**src/rtl/det_pkg.sv**
```systemverilog
// Shared constants and types for the determinant stream collector.
package det_pkg;

    localparam int DATA_W_DEF = 8;
    localparam int WINDOW_DEF = 4;

    typedef enum logic {
        ACCUM = 1'b0,
        HOLD  = 1'b1
    } state_t;

    function automatic int sum_w(input int data_w, input int window);
        return data_w + $clog2(window);
    endfunction

endpackage

```
**src/rtl/det_stat_update.sv**
```systemverilog
// Combinational next-statistics step: folds one sample into sum/max/min/count.
module det_stat_update
    import det_pkg::*;
#(
    parameter int DATA_W = DATA_W_DEF,
    parameter int CNT_W  = 3,
    parameter int SUM_W  = 10
) (
    input  logic signed [SUM_W-1:0]  sum,
    input  logic signed [DATA_W-1:0] max_v,
    input  logic signed [DATA_W-1:0] min_v,
    input  logic [CNT_W-1:0]         cnt,
    input  logic signed [DATA_W-1:0] din,
    input  logic                     first,
    output logic signed [SUM_W-1:0]  nxt_sum,
    output logic signed [DATA_W-1:0] nxt_max,
    output logic signed [DATA_W-1:0] nxt_min,
    output logic [CNT_W-1:0]         nxt_cnt
);

    logic signed [SUM_W-1:0] ext;

    assign ext = SUM_W'(din);

    always_comb begin
        nxt_sum = ext;
        nxt_max = din;
        nxt_min = din;
        nxt_cnt = CNT_W'(1);
        if (!first) begin
            nxt_sum = sum + ext;
            nxt_max = (din > max_v) ? din : max_v;
            nxt_min = (din < min_v) ? din : min_v;
            nxt_cnt = cnt + CNT_W'(1);
        end
    end

endmodule

```
**src/rtl/det_stream_collector.sv**
```systemverilog
// Windowed sum/max/min collector for determinant results.
// Optional zero-sample counter enabled by DET_COLLECT_ZERO_CNT_EN.
module det_stream_collector
    import det_pkg::*;
#(
    parameter int DATA_W = DATA_W_DEF,
    parameter int WINDOW = WINDOW_DEF,
    parameter int CNT_W  = $clog2(WINDOW + 1),
    parameter int SUM_W  = sum_w(DATA_W, WINDOW)
) (
    input  logic              clk,
    input  logic              reset,
    input  logic              in_valid,
    output logic              in_ready,
    input  logic [DATA_W-1:0] in_data,
    input  logic              flush,
    output logic              out_valid,
    input  logic              out_ready,
    output logic [SUM_W-1:0]  out_sum,
    output logic [DATA_W-1:0] out_max,
    output logic [DATA_W-1:0] out_min,
    output logic [CNT_W-1:0]  out_cnt
`ifdef DET_COLLECT_ZERO_CNT_EN
    ,
    output logic [CNT_W-1:0]  out_zero_cnt
`endif
);

    state_t state, state_n;

    logic [CNT_W-1:0]         cnt;
    logic signed [SUM_W-1:0]  acc_sum;
    logic signed [DATA_W-1:0] acc_max, acc_min;

    logic [CNT_W-1:0]         nxt_cnt;
    logic signed [SUM_W-1:0]  nxt_sum;
    logic signed [DATA_W-1:0] nxt_max, nxt_min;
    logic signed [DATA_W-1:0] din;

    logic accept, first, close;

    assign din       = in_data;
    assign in_ready  = (state == ACCUM) && !reset;
    assign out_valid = (state == HOLD);
    assign accept    = in_valid && in_ready;
    assign first     = (cnt == '0);

    det_stat_update #(
        .DATA_W (DATA_W),
        .CNT_W  (CNT_W),
        .SUM_W  (SUM_W)
    ) u_stat (
        .sum     (acc_sum),
        .max_v   (acc_max),
        .min_v   (acc_min),
        .cnt     (cnt),
        .din     (din),
        .first   (first),
        .nxt_sum (nxt_sum),
        .nxt_max (nxt_max),
        .nxt_min (nxt_min),
        .nxt_cnt (nxt_cnt)
    );

    // A flush closes the window only if it holds at least one sample.
    assign close = (state == ACCUM) && !reset &&
                   ((accept && nxt_cnt == CNT_W'(WINDOW)) ||
                    (flush && (!first || accept)));

    always_ff @(posedge clk) begin
        if (reset) state <= ACCUM;
        else       state <= state_n;
    end

    always_comb begin
        state_n = state;
        unique case (state)
            ACCUM: if (close) state_n = HOLD;
            HOLD:  if (out_ready) state_n = ACCUM;
            default: state_n = ACCUM;
        endcase
    end

    always_ff @(posedge clk) begin
        if (reset) begin
            cnt     <= '0;
            acc_sum <= '0;
            acc_max <= '0;
            acc_min <= '0;
            out_sum <= '0;
            out_max <= '0;
            out_min <= '0;
            out_cnt <= '0;
        end else if (close) begin
            out_sum <= accept ? nxt_sum : acc_sum;
            out_max <= accept ? nxt_max : acc_max;
            out_min <= accept ? nxt_min : acc_min;
            out_cnt <= accept ? nxt_cnt : cnt;
            cnt     <= '0;
            acc_sum <= '0;
            acc_max <= '0;
            acc_min <= '0;
        end else if (accept) begin
            cnt     <= nxt_cnt;
            acc_sum <= nxt_sum;
            acc_max <= nxt_max;
            acc_min <= nxt_min;
        end
    end

`ifdef DET_COLLECT_ZERO_CNT_EN
    logic [CNT_W-1:0] zc, zc_n;

    assign zc_n = zc + CNT_W'(accept && (in_data == '0));

    always_ff @(posedge clk) begin
        if (reset) begin
            zc           <= '0;
            out_zero_cnt <= '0;
        end else if (close) begin
            out_zero_cnt <= zc_n;
            zc           <= '0;
        end else begin
            zc <= zc_n;
        end
    end
`endif

endmodule

```
**config.mk**
```make
export PLATFORM = sky130hd
export DESIGN_NAME = det_stream_collector
export DESIGN_NICKNAME = d
export VERILOG_FILES = /design/src/rtl/det_pkg.sv /design/src/rtl/det_stat_update.sv /design/src/rtl/det_stream_collector.sv
export SDC_FILE = /design/constraint.sdc
export NUM_CORES = 1
export LEC_CHECK = 0
export ABC_AREA = 1
export ABC_CLOCK_PERIOD_IN_PS = 1600
export BUFFER_PORTS_ARGS = -buffer_cell sky130_fd_sc_hd__clkbuf_2
export CAP_MARGIN = 20
export CORE_ASPECT_RATIO = 1.5
export CORE_MARGIN = 3
export CORE_UTILIZATION = 52
export DETAILED_ROUTE_END_ITERATION = 8
export PLACE_DENSITY = 0.77
export SETUP_SLACK_MARGIN = 0.15
export SLEW_MARGIN = 20
export SYNTH_ARGS = -nofsm -noshare
export SYNTH_HDL_FRONTEND = slang
export SYNTH_SLANG_ARGS = --single-unit
```
**constraint.sdc**
```tcl
create_clock -name clk -period 1.6 [get_ports clk]
set_input_delay 0 -clock clk [delete_from_list [all_inputs] [get_ports clk]]
set_output_delay 0 -clock clk [all_outputs]
set_load 0.005 [all_outputs]
```
# Word-level counts from Yosys, hierarchy flattened
# Cells that the tools add are included.
word_totals:
  reg_bits: 59
  latchBits: 0
  mem_bits_rw: 0
  rom_bits: 0
  input_bits: 13
  output_inout_bits: 31
  wordCells: 39
  memories: 0
classes:
  n_addsub: 2
  n_mul: 0
  n_div: 0
  magnitude_cmp: 2
  eq_ne: 1
  n_shift: 0
  mux: 13
  n_bitwise: 1
  reduce_logical: 11
ops:
  columns: ["cell", "n"]
  rows:
  - ["$mux 8", 6]
  - ["$mux 10", 2]
  - ["$add 10x8->10", 1]
  - ["$gt 8x8->1", 1]
  - ["$lt 8x8->1", 1]
  - ["$mux 3", 2]
  - ["$logic_and 1x1->1", 5]
  - ["$add 3x1->3 const B", 1]
  - ["$eq 3x3->1 const B", 1]
  - ["$logic_not 3->1", 1]
  - ["$logic_not 1->1", 2]
  - ["$logic_or 1x1->1", 2]
  - ["$mux 1", 2]
  - ["$pmux 1 s2", 1]
  - ["$reduce_or 2->1", 1]
  - ["$not 1->1", 1]

# Depth between registers and ports, before layout
# Gate-level depths: netlist (run 1).
depth:
  word_depth: 9
  depth_mapped: 16
  ltp_nobuf: 16

# By module
# A second synthesis (run 1) with hierarchy kept.
hier_totals:
  cells_unflattened: 548
  hier_area_um2: 3662.3
by_module_without_submodules:
  columns: ["module", "instances", "cells_each", "area_per_inst_um2", "seq_area_each_um2"]
  rows:
  - ["det_stream_collector", 1, 327, 2398.6, 1181.1]
  - ["det_stat_update", 1, 221, 1263.7, 0.0]

# Worst setup path before layout (run 1)
# No wires, ideal clock.
synth_path:
  path_kind: "reg2reg"
  start: "register acc_sum[0]"
  end: "register acc_sum[8]"
  setup_ns: 0.064
  arrival_time_ns: 1.583
  required_ns: 1.536
  path_slack_ns: -0.047
  path_stages_with_launch: 12
  n_path_buf: 0
  synth_period_minus_slack_ns: 1.647
  path_cell_list: "dfxtp_1 -> ha_1 -> fa_1 -> nand3_1 -> nand3_1 -> nand3_1 -> nand2_1 -> a21oi_1 -> o21ai_0 -> nand2_1 -> nand2_1 -> nor2_1"
synth_via:
  elab_chain_len: 3
synth_lines:
  columns: ["item", "line", "source"]
  rows:
  - ["from (decl)", "det_stream_collector.sv:32", "logic signed [SUM_W-1:0] acc_sum;"]
  - ["from (signal assigned)", "det_stream_collector.sv:105", "acc_sum <= nxt_sum;"]
  - ["$add 10x8->10", "det_stat_update.sv:31", "nxt_sum = sum + ext;"]
  - ["$mux 10", "det_stat_update.sv:30", "if (!first) begin"]
  - ["$mux 10", null, null]
# No other way between the ends.
# A chain may end at the register's enable or synchronous reset.

# Final worst setup path (run 1)
layout_path:
  start: "register acc_max[3]"
  end: "register acc_max[7]"
layout_via:
  elab_chain_len: 4
layout_lines:
  columns: ["item", "line", "source"]
  rows:
  - ["from (decl)", "det_stream_collector.sv:33", "logic signed [DATA_W-1:0] acc_max, acc_min;"]
  - ["from (signal assigned)", "det_stream_collector.sv:106", "acc_max <= nxt_max;"]
  - ["$gt 8x8->1", "det_stat_update.sv:32", "nxt_max = (din > max_v) ? din : max_v;"]
  - ["$mux 8", "det_stat_update.sv:32", null]
  - ["$mux 8", "det_stat_update.sv:30", null]
  - ["$mux 8", null, null]
# No other way between the ends.

==> metrics.md, run 1 <==
| Metric | Value |
|---|---|
| Setup Viol. Count Final | 58 |
| GRT overflow | 0 |
| Cell Area, Placed | 0.00376 mm^2 |
| Core Area | 0.00591 mm^2 |
| DP HPWL | 6180 um |
| Tmin final | 1.93 ns |
| Final Max Slew Viols | 0 |
| Yosys Warn Count | 0 |
| Sequential-to-total area share from yosys stat | 36.7% |
| H-tree lvl count | 3 |
| Mapped Cells | 459 |
| Unrepaired setup endpoints after global routing | yes |
| Outcome | finished with violations |
| Layout cell share with drive strength beyond 1 | 40.8% |
| CTS buffer count | 9 |
| Nets | 583 |
| Mapped Area | 0.00322 mm^2 |
| Clk slew on worst S/H paths | approximately 0.070 ns |
| Post-synth cell types | 28 |
| Total wire length | 11000 um |
| Clk sinks | 59 |
| Drt drc | 0 |
| Hold Startpoint | in_valid |
| Leak | 0.00228 uW |
| Initial antenna violation count | 0 |
| Max clock buf depth | 2 |
| Net count after synthesis | 500 |
| Area Overhead vs Synth | 44.6% |
| Vias in the first global route | 3300 |
| CP max stage delay | 0.33 ns |
| Worst rel slew slack | 65.3% |
| RR Startpoint | acc_max[3] |
| Worst VDD drop | 0.000717 V |
| Die Wd | 70.2 um |
| Inserted Diodes | 0 |
| Io pins | 44 |
| Final worst-path cycle share | 121% |
| Gpl congestion | just under 0.9 |
| Gr usage total | around a quarter |
| CTS tree | yes |
| Die Span Y | 102 um |
| Initial Util | 54.4% |
| Hold Path Depth | 4 |
| Crit-path leading delay family | simple AND/OR/NAND/NOR gates |
| Final cell count without fillers | roughly 620 |
| Drt first-iter violations | approximately 250 |
| Reg2reg end | acc_max[7] |
| Most frequent cell on the critical path | nand2_1 |
| Slew @ Worst Pin | 0.515 ns |
| First-pass GRT wire length | 14900 um |
| Overall Power | 4330 uW |
| Failing checks | negative setup slack |
| Crit-path cells | inv_2 -> ha_4 -> a21oi_1 -> nand2_1 -> nand2_1 -> nand2_1 -> nand2_1 -> nand3_2 -> nand2_4 -> buf_4 -> nand3_2 -> nand2_2 -> nor2_1 |
| Setup crit end kind | flop |
| Die area | 0.00719 mm^2 |
| Hold EP | cnt[2] |
| Crit path launch type | flop |
| Latest clock arrival within the worst-skew pair | 0.35 ns |
| Port buffer count | 43 |
| CP arrival | 2.17 ns |
| Setup slack, reg-to-reg | -0.33 ns |
| Setup TNS | -9.52 ns |
| Final hold vios | 0 |
| Pwr dens | 931 mW/mm^2 |
| WS Path Type | reg2reg |
| Remaining antenna violation count | 0 |
| Avg WL per Cell | 17.8 um |
| Router iterations before antenna repair | 5 |
| Fin worst setup slack | -0.334 ns |
| Via count | around 3500 |
| Buf/Inv on CP | 2 |
| Avg Cell Area, Syn | 7.01 um^2 |
| Main area contributors after synthesis | dfxtp_1 37%, nand2_1 16%, ha_1 10% |
| Placed cell count | ~590 |
| Row cnt | 34 |
| Post-synth top area share | 36.7% |
| CP max FO | 5 |
| Routed vias/inst | 5.69 |
| Slowest cell on crit path | dfxtp_2 |
| Clock root buffer | clkbuf_8 |
| Design area | 0.00465 mm^2 |
| Worst Hold Class | in2reg |
| Peak Freq | slightly above 500 MHz |
| Pin count of the biggest net entering global routing | 30 |
| Cell accounting for the most synthesized area | dfxtp_1 |
| Clock skew | 0.0114 ns |
| Max_cap viols | 0 |
| Finished Core Util | 78.7% |
| Fillers | approximately 380 |
| Synthesis-stage register bit count | 59 |
| R2R cell count | 13 |
| CP required | approximately 1.8 ns |
==> flip-flops by register name, indices dropped and copies added, names as in the netlist <==
| register | flops |
|---|---|
| acc_min | 8 |
| out_cnt | 3 |
| acc_max | 8 |
| out_sum | 10 |
| acc_sum | 10 |
| out_valid | 1 |
| cnt | 3 |
| out_max | 8 |
| out_min | 8 |
==> synthesized netlist by cell type <==
master / number
a21oi_1: 22
a31o_2: 1
buf_2: 3
buf_6: 6
clkbuf_1: 3
clkinv_1: 1
dfxtp_1: 59
fa_1: 1
ha_1: 27
inv_1: 53
inv_2: 3
nand2_1: 138
nand2_2: 5
nand2_4: 2
nand3_1: 49
nand4_1: 4
nor2_1: 39
nor2_2: 1
nor2_4: 1
o211ai_1: 1
o21a_1: 2
o21ai_0: 25
o21ai_2: 1
o21bai_1: 2
or2_0: 1
or2_2: 4
xnor2_1: 1
xor2_1: 4
==> cells by family after synthesis <==
kind of cell	count (synthesis)	synth area share, %
and+or+nand+nor	244	32.2
buffers and inverters	69	9.56
DFF	59	36.7
AOI/OAI and AO/OA	54	9.02
adders and majority gates	28	11.1
xor gates and xnor gates	5	1.36
==> cell usage in the layout (no fill, tap or decap), types with 3 or more instances in the layout <==
cell type,Yosys,routed
nand4_1,4,4
nor2_4,1,11
nand2_2,5,22
inv_1,53,43
nand3_1,49,35
nor2_2,1,5
o21ai_1,0,6
dfxtp_1,59,49
nand3_2,0,14
xor2_1,4,4
dfxtp_2,0,10
nor2_1,39,25
o21ai_2,1,8
nand2_1,138,107
clkinv_2,0,3
clkbuf_16,0,3
or2_2,4,4
ha_1,27,12
nand2_4,2,15
a21oi_2,0,6
buf_4,0,26
o21ai_0,25,12
ha_4,0,13
clkbuf_8,0,10
buf_12,0,5
clkbuf_2,0,43
inv_2,3,10
a21oi_1,22,16
==> power breakdown <==
part	internal, uW	total [uW]	leakage, uW	switching, uW
Sequential	1580	1650	0.000485	69.3
Combinational	537	1310	0.00169	774
Clock	754	1370	0.0000991	620
Total	2870	4330	0.00228	1460
==> timing repair <==
item | in CTS | in global routing
hold buffers | 2 | 0
gates resized for setup | 33 | 93
setup endpoints to repair | 58 | 59
buffers inserted | 4 | 5
pin swaps | 31 | 25
endpoints found under the hold margin | 1 | 0
cloned | 1 | 6
==> per-layer routing <==
layer	wire, um	up-vias	global-route usage [%]
li1	-	1641	-
met1	3760	1619	26.9
met2	5700	186	48.8
met3	757	77	6.20
met4	773	0	15.9
met5	0	-	0
==> layout make-up <==
class,instances,area (um^2),share of cell area (%)
inverters,57,245,5.27
clock buffers,11,141,3.04
flip-flops and latches,59,1190,25.7
clock inverters,5,52.6,1.13
well taps,72,90.1,1.94
repair inverters,2,22.5,0.484
repair buffers,81,628,13.5
multi-input cells,332,2280,49.0
==> worst register-to-register path: stages (launching register included) <==
cell and delay [ns]:
dfxtp_2 0.33, inv_2 0.05, ha_4 0.24, a21oi_1 0.16
nand2_1 0.09, nand2_1 0.09, nand2_1 0.08, nand2_1 0.09
nand3_2 0.12, nand2_4 0.15, buf_4 0.13, nand3_2 0.11
nand2_2 0.13, nor2_1 0.06
==> worst max-delay path by stage <==
stage | from | endpoint | cells after the start
3_3_place_gp | acc_max[5] | out_max[3] | 12
6_report | acc_max[3] | acc_max[7] | 13
3_5_place_dp | acc_max[3] | out_max[3] | 15
2_1_floorplan | acc_sum[0] | out_sum[8] | 11
4_1_cts | acc_max[3] | acc_max[7] | 15
5_1_grt | acc_max[6] | acc_max[7] | 13
==> through the flow <==
stage | hold WS (ns) | setup slack (ns)
global route | 0.150 | -0.366
floorplan | 0.0339 | 0.0359
CTS | 0.0757 | -0.0580
finish | 0.133 | -0.334
global placement | 0.239 | -0.0866
detailed placement | 0.263 | -0.183
(Power assumes the default switching activity.)
==> inputs of run 2 (changes only) <==
--- a/config.mk
+++ b/config.mk
@@ -5,7 +5,7 @@
 export SDC_FILE = /design/constraint.sdc
 export NUM_CORES = 1
 export LEC_CHECK = 0
-export ABC_AREA = 1
+export ABC_AREA = 0
 export ABC_CLOCK_PERIOD_IN_PS = 1600
 export BUFFER_PORTS_ARGS = -buffer_cell sky130_fd_sc_hd__clkbuf_2
 export CAP_MARGIN = 20
@@ -19,3 +19,4 @@
 export SYNTH_ARGS = -nofsm -noshare
 export SYNTH_HDL_FRONTEND = slang
 export SYNTH_SLANG_ARGS = --single-unit
+export TNS_END_PERCENT = 100
==> metrics.md, run 2 <==
| Metric | Value |
|---|---|
| Outcome | finished with violations (unchanged) |
| Failing checks | negative setup slack (unchanged) |
| Net count after synthesis | 424 (was 500) |
| Hold_ws | 0.0821 ns (was 0.133 ns) |
| CP required | 1.86 ns (was 1.84 ns) |
| Drt first-iter violations | 534 (was 252) |
| Top-count cell post-synth | dfxtp_1 (was nand2_1) |
| Die Wd | 71.3 um (was 70.2 um) |
| Clock skew | 0.0138 ns (was 0.0114 ns) |
| NetSw | 1590 uW (was 1460 uW) |
| Logic pwr share | 34.6% (was 30.2%) |
| Avg WL per Cell | 28.3 um (was 17.8 um) |
| Area Overhead vs Synth | 71.4% (was 44.6%) |
| Crit path launch type | flop (unchanged) |
| EDFF count, synth | 0 (unchanged) |
| Mapped Area | 0.00333 mm^2 (was 0.00322 mm^2) |
| Clock group share of total power | 29.6% (was 31.7%) |
| Clk sinks | 59 (unchanged) |
| Gr usage total | 37.3% (was 26.5%) |
| Most frequent cells in the layout | 84 x buf_4, 43 x clkbuf_2, 41 x dfxtp_1 (was 107 x nand2_1, 49 x dfxtp_1, 43 x inv_1, 43 x clkbuf_2, 35 x nand3_1) |
| Peak Freq | 447 MHz (was 517 MHz) |
| CP max FO | 5 (unchanged) |
| Initial antenna violation count | 0 (unchanged) |
| Crit-path cells | inv_2 -> ha_4 -> and4_4 -> a21o_1 -> a31oi_4 -> a311oi_4 -> buf_4 -> o21ai_0 -> a21oi_1 (was inv_2 -> ha_4 -> a21oi_1 -> nand2_1 -> nand2_1 -> nand2_1 -> nand2_1 -> nand3_2 -> nand2_4 -> buf_4 -> nand3_2 -> nand2_2 -> nor2_1) |
| Most common cell after layout, fill and taps aside | buf_4 (was nand2_1) |
| Mapped Cells | 383 (was 459) |
| Pin count of the biggest net entering global routing | 19 (was 30) |
| WS Path Type | reg2reg (unchanged) |
| Yosys Warn Count | 0 (unchanged) |
| Core Area | 0.00617 mm^2 (was 0.00591 mm^2) |
| Cell Area, Placed | 0.00449 mm^2 (was 0.00376 mm^2) |
| Synthesis-stage register bit count | 59 (unchanged) |
| First-pass GRT wire length | 21400 um (was 14900 um) |
| Unrepaired setup endpoints after global routing | yes (unchanged) |
| Worst rel slew slack | 63.2% (was 65.3%) |
| Most used flip-flop cell after synthesis | dfxtp_1 (unchanged) |
| Worst VDD drop | 0.000844 V (was 0.000717 V) |
| Total wire length | 17300 um (was 11000 um) |
| Async set-reset flop share out of synthesis | 0% (unchanged) |
| Final cell count without fillers | 611 (was 619) |
| Sequential Power Share | 35.7% (was 38.1%) |
| Nets | 573 (was 583) |
| Final Max Slew Viols | 0 (unchanged) |
| Placed cell count | 566 (was 585) |
| Setup crit end kind | flop (unchanged) |
| Initial Util | 53.9% (was 54.4%) |
| Post-synth cell types | 58 (was 28) |
| Via count | 4306 (was 3523) |
| Io pins | 44 (unchanged) |
| CTS buffer count | 9 (unchanged) |
| Final worst-path cycle share | 140% (was 121%) |
| Slew @ Worst Pin | 0.547 ns (was 0.515 ns) |
| Layout cell share with drive strength beyond 1 | 62.4% (was 40.8%) |
| Setup Viol. Count Final | 59 (was 58) |
| Final hold vios | 0 (unchanged) |
| DP HPWL | 7410 um (was 6180 um) |
| Die Span Y | 104 um (was 102 um) |
| Drt drc | 0 (unchanged) |
| H-tree lvl count | 3 (unchanged) |
| Avg Cell Area, Syn | 8.68 um^2 (was 7.01 um^2) |
| Max clock buf depth | 2 (unchanged) |
| CP max stage delay | 0.46 ns (was 0.33 ns) |
| Port buffer count | 43 (unchanged) |
| Post-synth top area share | 35.5% (was 36.7%) |
| Clock root buffer | clkbuf_8 (unchanged) |
| Fillers | 224 (was 384) |
| Post-Place Worst Slack | -0.456 ns (was -0.183 ns) |
| Sequential-to-total area share from yosys stat | 35.5% (was 36.7%) |
| Leak | 0.00226 uW (was 0.00228 uW) |
| Max_cap viols | 0 (unchanged) |
| Die area | 0.00741 mm^2 (was 0.00719 mm^2) |
| Largest registers | acc_sum: 10 flops, out_sum: 10 flops (unchanged) |
| Routed vias/inst | 7.05 (was 5.69) |
| Main area contributors after synthesis | dfxtp_1 36%, ha_1 10%, a21oi_1 5.4% (was dfxtp_1 37%, nand2_1 16%, ha_1 10%) |
| Vias in the first global route | 4113 (was 3300) |
| Design area | 0.00570 mm^2 (was 0.00465 mm^2) |
| CP arrival | 2.50 ns (was 2.17 ns) |
| Commonest cells in the netlist | 59 x dfxtp_1, 36 x a21oi_1, 35 x o21ai_0 (was 138 x nand2_1, 59 x dfxtp_1, 53 x inv_1) |
| Row cnt | 35 (was 34) |
| Slowest cell on crit path | a311oi_4 (was dfxtp_2) |
| Gpl congestion | 0.918 (was 0.892) |
| Inserted Diodes | 0 (unchanged) |
| GRT overflow | 0 (unchanged) |
| Router iterations before antenna repair | 6 (was 5) |
| Remaining antenna violation count | 0 (unchanged) |
| Net Sw Frac | 35.5% (was 33.7%) |
| Clk slew on worst S/H paths | 0.08 ns (was 0.07 ns) |
| CTS tree | yes (unchanged) |
| Tmin final | 2.24 ns (was 1.93 ns) |
| Pwr dens | 783 mW/mm^2 (was 931 mW/mm^2) |
| Worst Hold Class | in2reg (unchanged) |
| Latest clock arrival within the worst-skew pair | 0.36 ns (was 0.35 ns) |
| Cell accounting for the most synthesized area | dfxtp_1 (unchanged) |
| P_int | 2880 uW (was 2870 uW) |
| Fin worst setup slack | -0.635 ns (was -0.334 ns) |
## run 2: cell count changes in the layout (fill, tap and decap cells not counted), moves of 11 or more
| cell | before | now |
|---|---|---|
| and2_1 | 0 | 12 |
| nand2_2 | 22 | 3 |
| nand2_4 | 15 | 0 |
| inv_1 | 43 | 11 |
| nand2_1 | 107 | 20 |
| nor2_1 | 25 | 14 |
| buf_6 | 2 | 21 |
| nand3_1 | 35 | 2 |
| buf_4 | 26 | 84 |
## run 2: worst paths after layout
check / from / end / slack [ns] / cells after the start
max reg2reg: acc_min[5] / acc_min[2] / -0.64 / 9
min: in_data[4] / out_max[4] / 0.08 / 2
max: acc_min[5] / acc_min[2] / -0.64 / 9
min reg2reg: out_min[2] / out_min[2] / 0.48 / 2
## run 2: cell type report
class | instances | area (um^2) | share of cell area, %
Clock buffer | 12 | 155 | 2.72
Timing Repair Buffer | 160 | 1320 | 23.1
Inverter | 21 | 81.3 | 1.43
Sequential cell | 59 | 1200 | 21.1
Tap cell | 74 | 92.6 | 1.62
Multi-Input combinational cell | 281 | 2830 | 49.6
Clock inverter | 4 | 25.0 | 0.439
## run 2: cells by family after synthesis
group | after synthesis | synth area share [%]
mux | 7 | 2.14
xor+xnor | 5 | 1.32
buf+inv | 43 | 5.57
fa+ha+maj | 28 | 10.8
simple gates | 113 | 17.4
flops | 59 | 35.5
compound gates | 128 | 27.3
## run 2: critical path, delay by kind of cell, from the launching register on
kind                       cells  cell delay [ns]
and+or+nand+nor                1             0.23
AOI/OAI and AO/OA              5             0.98
adders and majority gates      1             0.27
DFF                            1             0.36
buffers and inverters          2             0.28
## run 2: layer usage
layer  vias up  wire (um)  GRT usage [%]
met5         -          0              0
met4         0       1750           23.8
met3       170       1750           8.70
met2       398       7970           62.4
met1      2016       5800           41.4
li1       1722          -              -
## run 2: power by group through the flow
stage | registers (uW) | logic, uW | clock network, uW
2_1_floorplan | 1610 | 556 | 0
3_3_place_gp | 1600 | 926 | 0
3_5_place_dp | 1610 | 960 | 0
4_1_cts | 1580 | 1170 | 1270
5_1_grt | 1600 | 1590 | 1370
6_report | 1590 | 1550 | 1320
## run 2: through the flow
stage,util (%),power (uW),setup TNS (ns)
global route,92.3,4560,-27.34
floorplan,-,2160,-9.68
detailed placement,72.7,2570,-17.90
finish,92.3,4460,-23.82
global placement,72.7,2530,-15.51
CTS,84.5,4020,-15.93
## run 2: timing repair
item                                    in CTS  in global routing
hold buffers                                 2                  0
pin swaps                                   53                 35
gates cloned                                 4                  1
endpoints found under the setup margin      59                 59
gates resized for setup                    106                 76
setup buffers                               13                  9
hold endpoints to repair                     2                  0
==> inputs of run 3 (changes only) <==
==> constraint.sdc (replaced) <==
create_clock -name clk -period 1.6 [get_ports clk]
set_input_delay 0 -clock clk [delete_from_list [all_inputs] [get_ports clk]]
set_output_delay 0 -clock clk [all_outputs]
set_load 0.02 [all_outputs]
==> metrics.md, run 3 (synthesis results as in run 2) <==
| Metric | Value |
|---|---|
| Die Span Y | 104 um (unchanged) |
| Final Max Slew Viols | 0 (unchanged) |
| Worst rel slew slack | 61.9% (was 63.2%) |
| CP arrival | 2.50 ns (about the same) |
| Worst Hold Class | in2reg (unchanged) |
| Clock group share of total power | 28.3% (was 29.6%) |
| Layout cell share with drive strength beyond 1 | 61.7% (was 62.4%) |
| CP required | 1.87 ns (was 1.86 ns) |
| Core Area | 0.00617 mm^2 (unchanged) |
| Placed cell count | 562 (was 566) |
| RR Startpoint | acc_sum[2] (was acc_min[5]) |
| Gpl congestion | 0.965 (was 0.918) |
| CTS buffer count | 9 (unchanged) |
| Router iterations before antenna repair | 5 (was 6) |
| DP HPWL | 7380 um (was 7410 um) |
| Port buffer count | 43 (unchanged) |
| Tmin final | 2.23 ns (was 2.24 ns) |
| Gr usage total | 34.0% (was 37.3%) |
| Inserted Diodes | 0 (unchanged) |
| Leak | 0.00219 uW (was 0.00226 uW) |
| First-pass GRT wire length | 19700 um (was 21400 um) |
| GRT overflow | 0 (unchanged) |
| Final worst-path cycle share | 139% (was 140%) |
| Drt drc | 0 (unchanged) |
| Via count | 4150 (was 4306) |
| Pin count of the biggest net entering global routing | 14 (was 19) |
| Initial Util | 53.9% (unchanged) |
| Vias in the first global route | 3913 (was 4113) |
| Setup TNS | -22.68 ns (was -23.82 ns) |
| Clock skew | 0.0128 ns (was 0.0138 ns) |
| Die area | 0.00741 mm^2 (unchanged) |
| Failing checks | negative setup slack (unchanged) |
| Design area | 0.00555 mm^2 (was 0.00570 mm^2) |
| Crit path launch type | flop (unchanged) |
| Final cell count without fillers | 599 (was 611) |
| NetSw | 1510 uW (was 1590 uW) |
| Reg2reg end | acc_sum[8] (was acc_min[2]) |
| Most frequent cells in the layout | 77 x buf_4, 43 x clkbuf_2, 41 x dfxtp_1 (was 84 x buf_4, 43 x clkbuf_2, 41 x dfxtp_1) |
| Pwr dens | 765 mW/mm^2 (was 783 mW/mm^2) |
| Avg WL per Cell | 25.4 um (was 28.3 um) |
| CP max FO | 3 (was 5) |
| Clk sinks | 59 (unchanged) |
| Die Wd | 71.3 um (unchanged) |
| Fillers | 229 (was 224) |
| Total wire length | 15200 um (was 17300 um) |
| H-tree lvl count | 3 (unchanged) |
| Io pins | 44 (unchanged) |
| Max_cap viols | 0 (unchanged) |
| Setup Viol. Count Final | 59 (unchanged) |
| Setup slack, reg-to-reg | -0.63 ns (was -0.64 ns) |
| Initial antenna violation count | 0 (unchanged) |
| Remaining antenna violation count | 0 (unchanged) |
| R2R cell count | 8 (was 9) |
| Worst VDD drop | 0.000599 V (was 0.000844 V) |
| Setup crit end kind | flop (unchanged) |
| WS Path Type | reg2reg (unchanged) |
| Cell Area, Placed | 0.00450 mm^2 (was 0.00449 mm^2) |
| CTS tree | yes (unchanged) |
| Routed vias/inst | 6.93 (was 7.05) |
| Peak Freq | 449 MHz (was 447 MHz) |
| Outcome | finished with violations (unchanged) |
| Area Overhead vs Synth | 67.0% (was 71.4%) |
| Net Sw Frac | 35.6% (was 35.5%) |
| Nets | 561 (was 573) |
| Hold Startpoint | in_data[4] (unchanged) |
| Crit path from | acc_sum[2] (was acc_min[5]) |
| Fin worst setup slack | -0.626 ns (was -0.635 ns) |
| Drt first-iter violations | 525 (was 534) |
| Sequential Power Share | 37.4% (was 35.7%) |
| Overall Power | 4250 uW (was 4460 uW) |
| Finished Core Util | 89.9% (was 92.3%) |
| Slew @ Worst Pin | 0.565 ns (was 0.547 ns) |
| Row cnt | 35 (unchanged) |
| P_int | 2740 uW (was 2880 uW) |
| Clock root buffer | clkbuf_8 (unchanged) |
| Logic pwr share | 34.2% (was 34.6%) |
| Latest clock arrival within the worst-skew pair | 0.36 ns (about the same) |
| Unrepaired setup endpoints after global routing | yes (unchanged) |
| Clk slew on worst S/H paths | 0.07 ns (was 0.08 ns) |
| Largest registers | acc_sum: 10 flops, out_sum: 10 flops (unchanged) |
| Most common cell after layout, fill and taps aside | buf_4 (unchanged) |
| Final hold vios | 0 (unchanged) |
| Max clock buf depth | 2 (unchanged) |
| Critical path destination | acc_sum[8] (was acc_min[2]) |
run 3: cell types whose count changed in the layout (fill, tap and decap cells not counted), moves of 3 or more:
cell	delta
buf_4	-7
buf_12	+3
buf_6	-8
nand2_2	-3
a21oi_2	+5
a21oi_1	-3
nand2_1	+3
run 3: final cells by class:
class	instances	area, um^2	area share [%]
multi-input cells	281	2790	50.3
flip-flops and latches	59	1200	21.7
clock inverters	5	30.0	0.541
clock buffers	11	131	2.37
well taps	74	92.6	1.67
inverters	21	78.8	1.42
repair buffers	148	1220	22.1
run 3: worst max-delay path, cell delays in order, from the launching register on:
cell and delay, ns:
dfxtp_2 0.36, ha_4 0.31, buf_4 0.13, a21o_1 0.14, a21oi_2 0.09, o211ai_1 0.23, o211ai_1 0.23, or4_1 0.49
a31oi_1 0.17
run 3: per-layer routing:
layer	vias up	track usage [%]	share of wire [%]
met2	355	57.0	49
met3	123	6.77	8.2
met1	1973	38.8	36
met4	0	20.0	6.9
li1	1699	-	-
met5	-	0	0
run 3: stage by stage:
stage / hold slack, ns / worst slack [ns]
finish: 0.0539 / -0.626
global route: 0.0701 / -0.712
CTS: 0.000765 / -0.435
detailed placement: 0.185 / -0.462
global placement: 0.182 / -0.384
floorplan: 0.0378 / -0.316
run 3: worst min-delay path by stage:
stage	endpoint	slack (ns)	depth (start not counted)
floorplan	in_ready	0.04	1
global placement	out_valid	0.18	2
detailed placement	out_valid	0.18	2
CTS	acc_max[4]	0.0008	3
global route	acc_max[4]	0.07	3
finish	acc_max[4]	0.05	3
run 3: what timing repair did:
action / in CTS / in global routing
setup buffers: 10 / 5
endpoints found under the setup margin: 59 / 59
hold endpoints to repair: 1 / 0
pin swaps: 32 / 27
cloned: 4 / 1
hold buffers: 1 / 0
gates resized for setup: 104 / 66
run 3: power by group through the flow:
stage                     registers [uW]  logic, uW  clock network (uW)
after CTS                           1580       1180                1170
after global placement              1600        970                   0
after global routing                1590       1510                1240
after floorplan                     1630        564                   0
final                               1590       1450                1200
after detailed placement            1610        998                   0
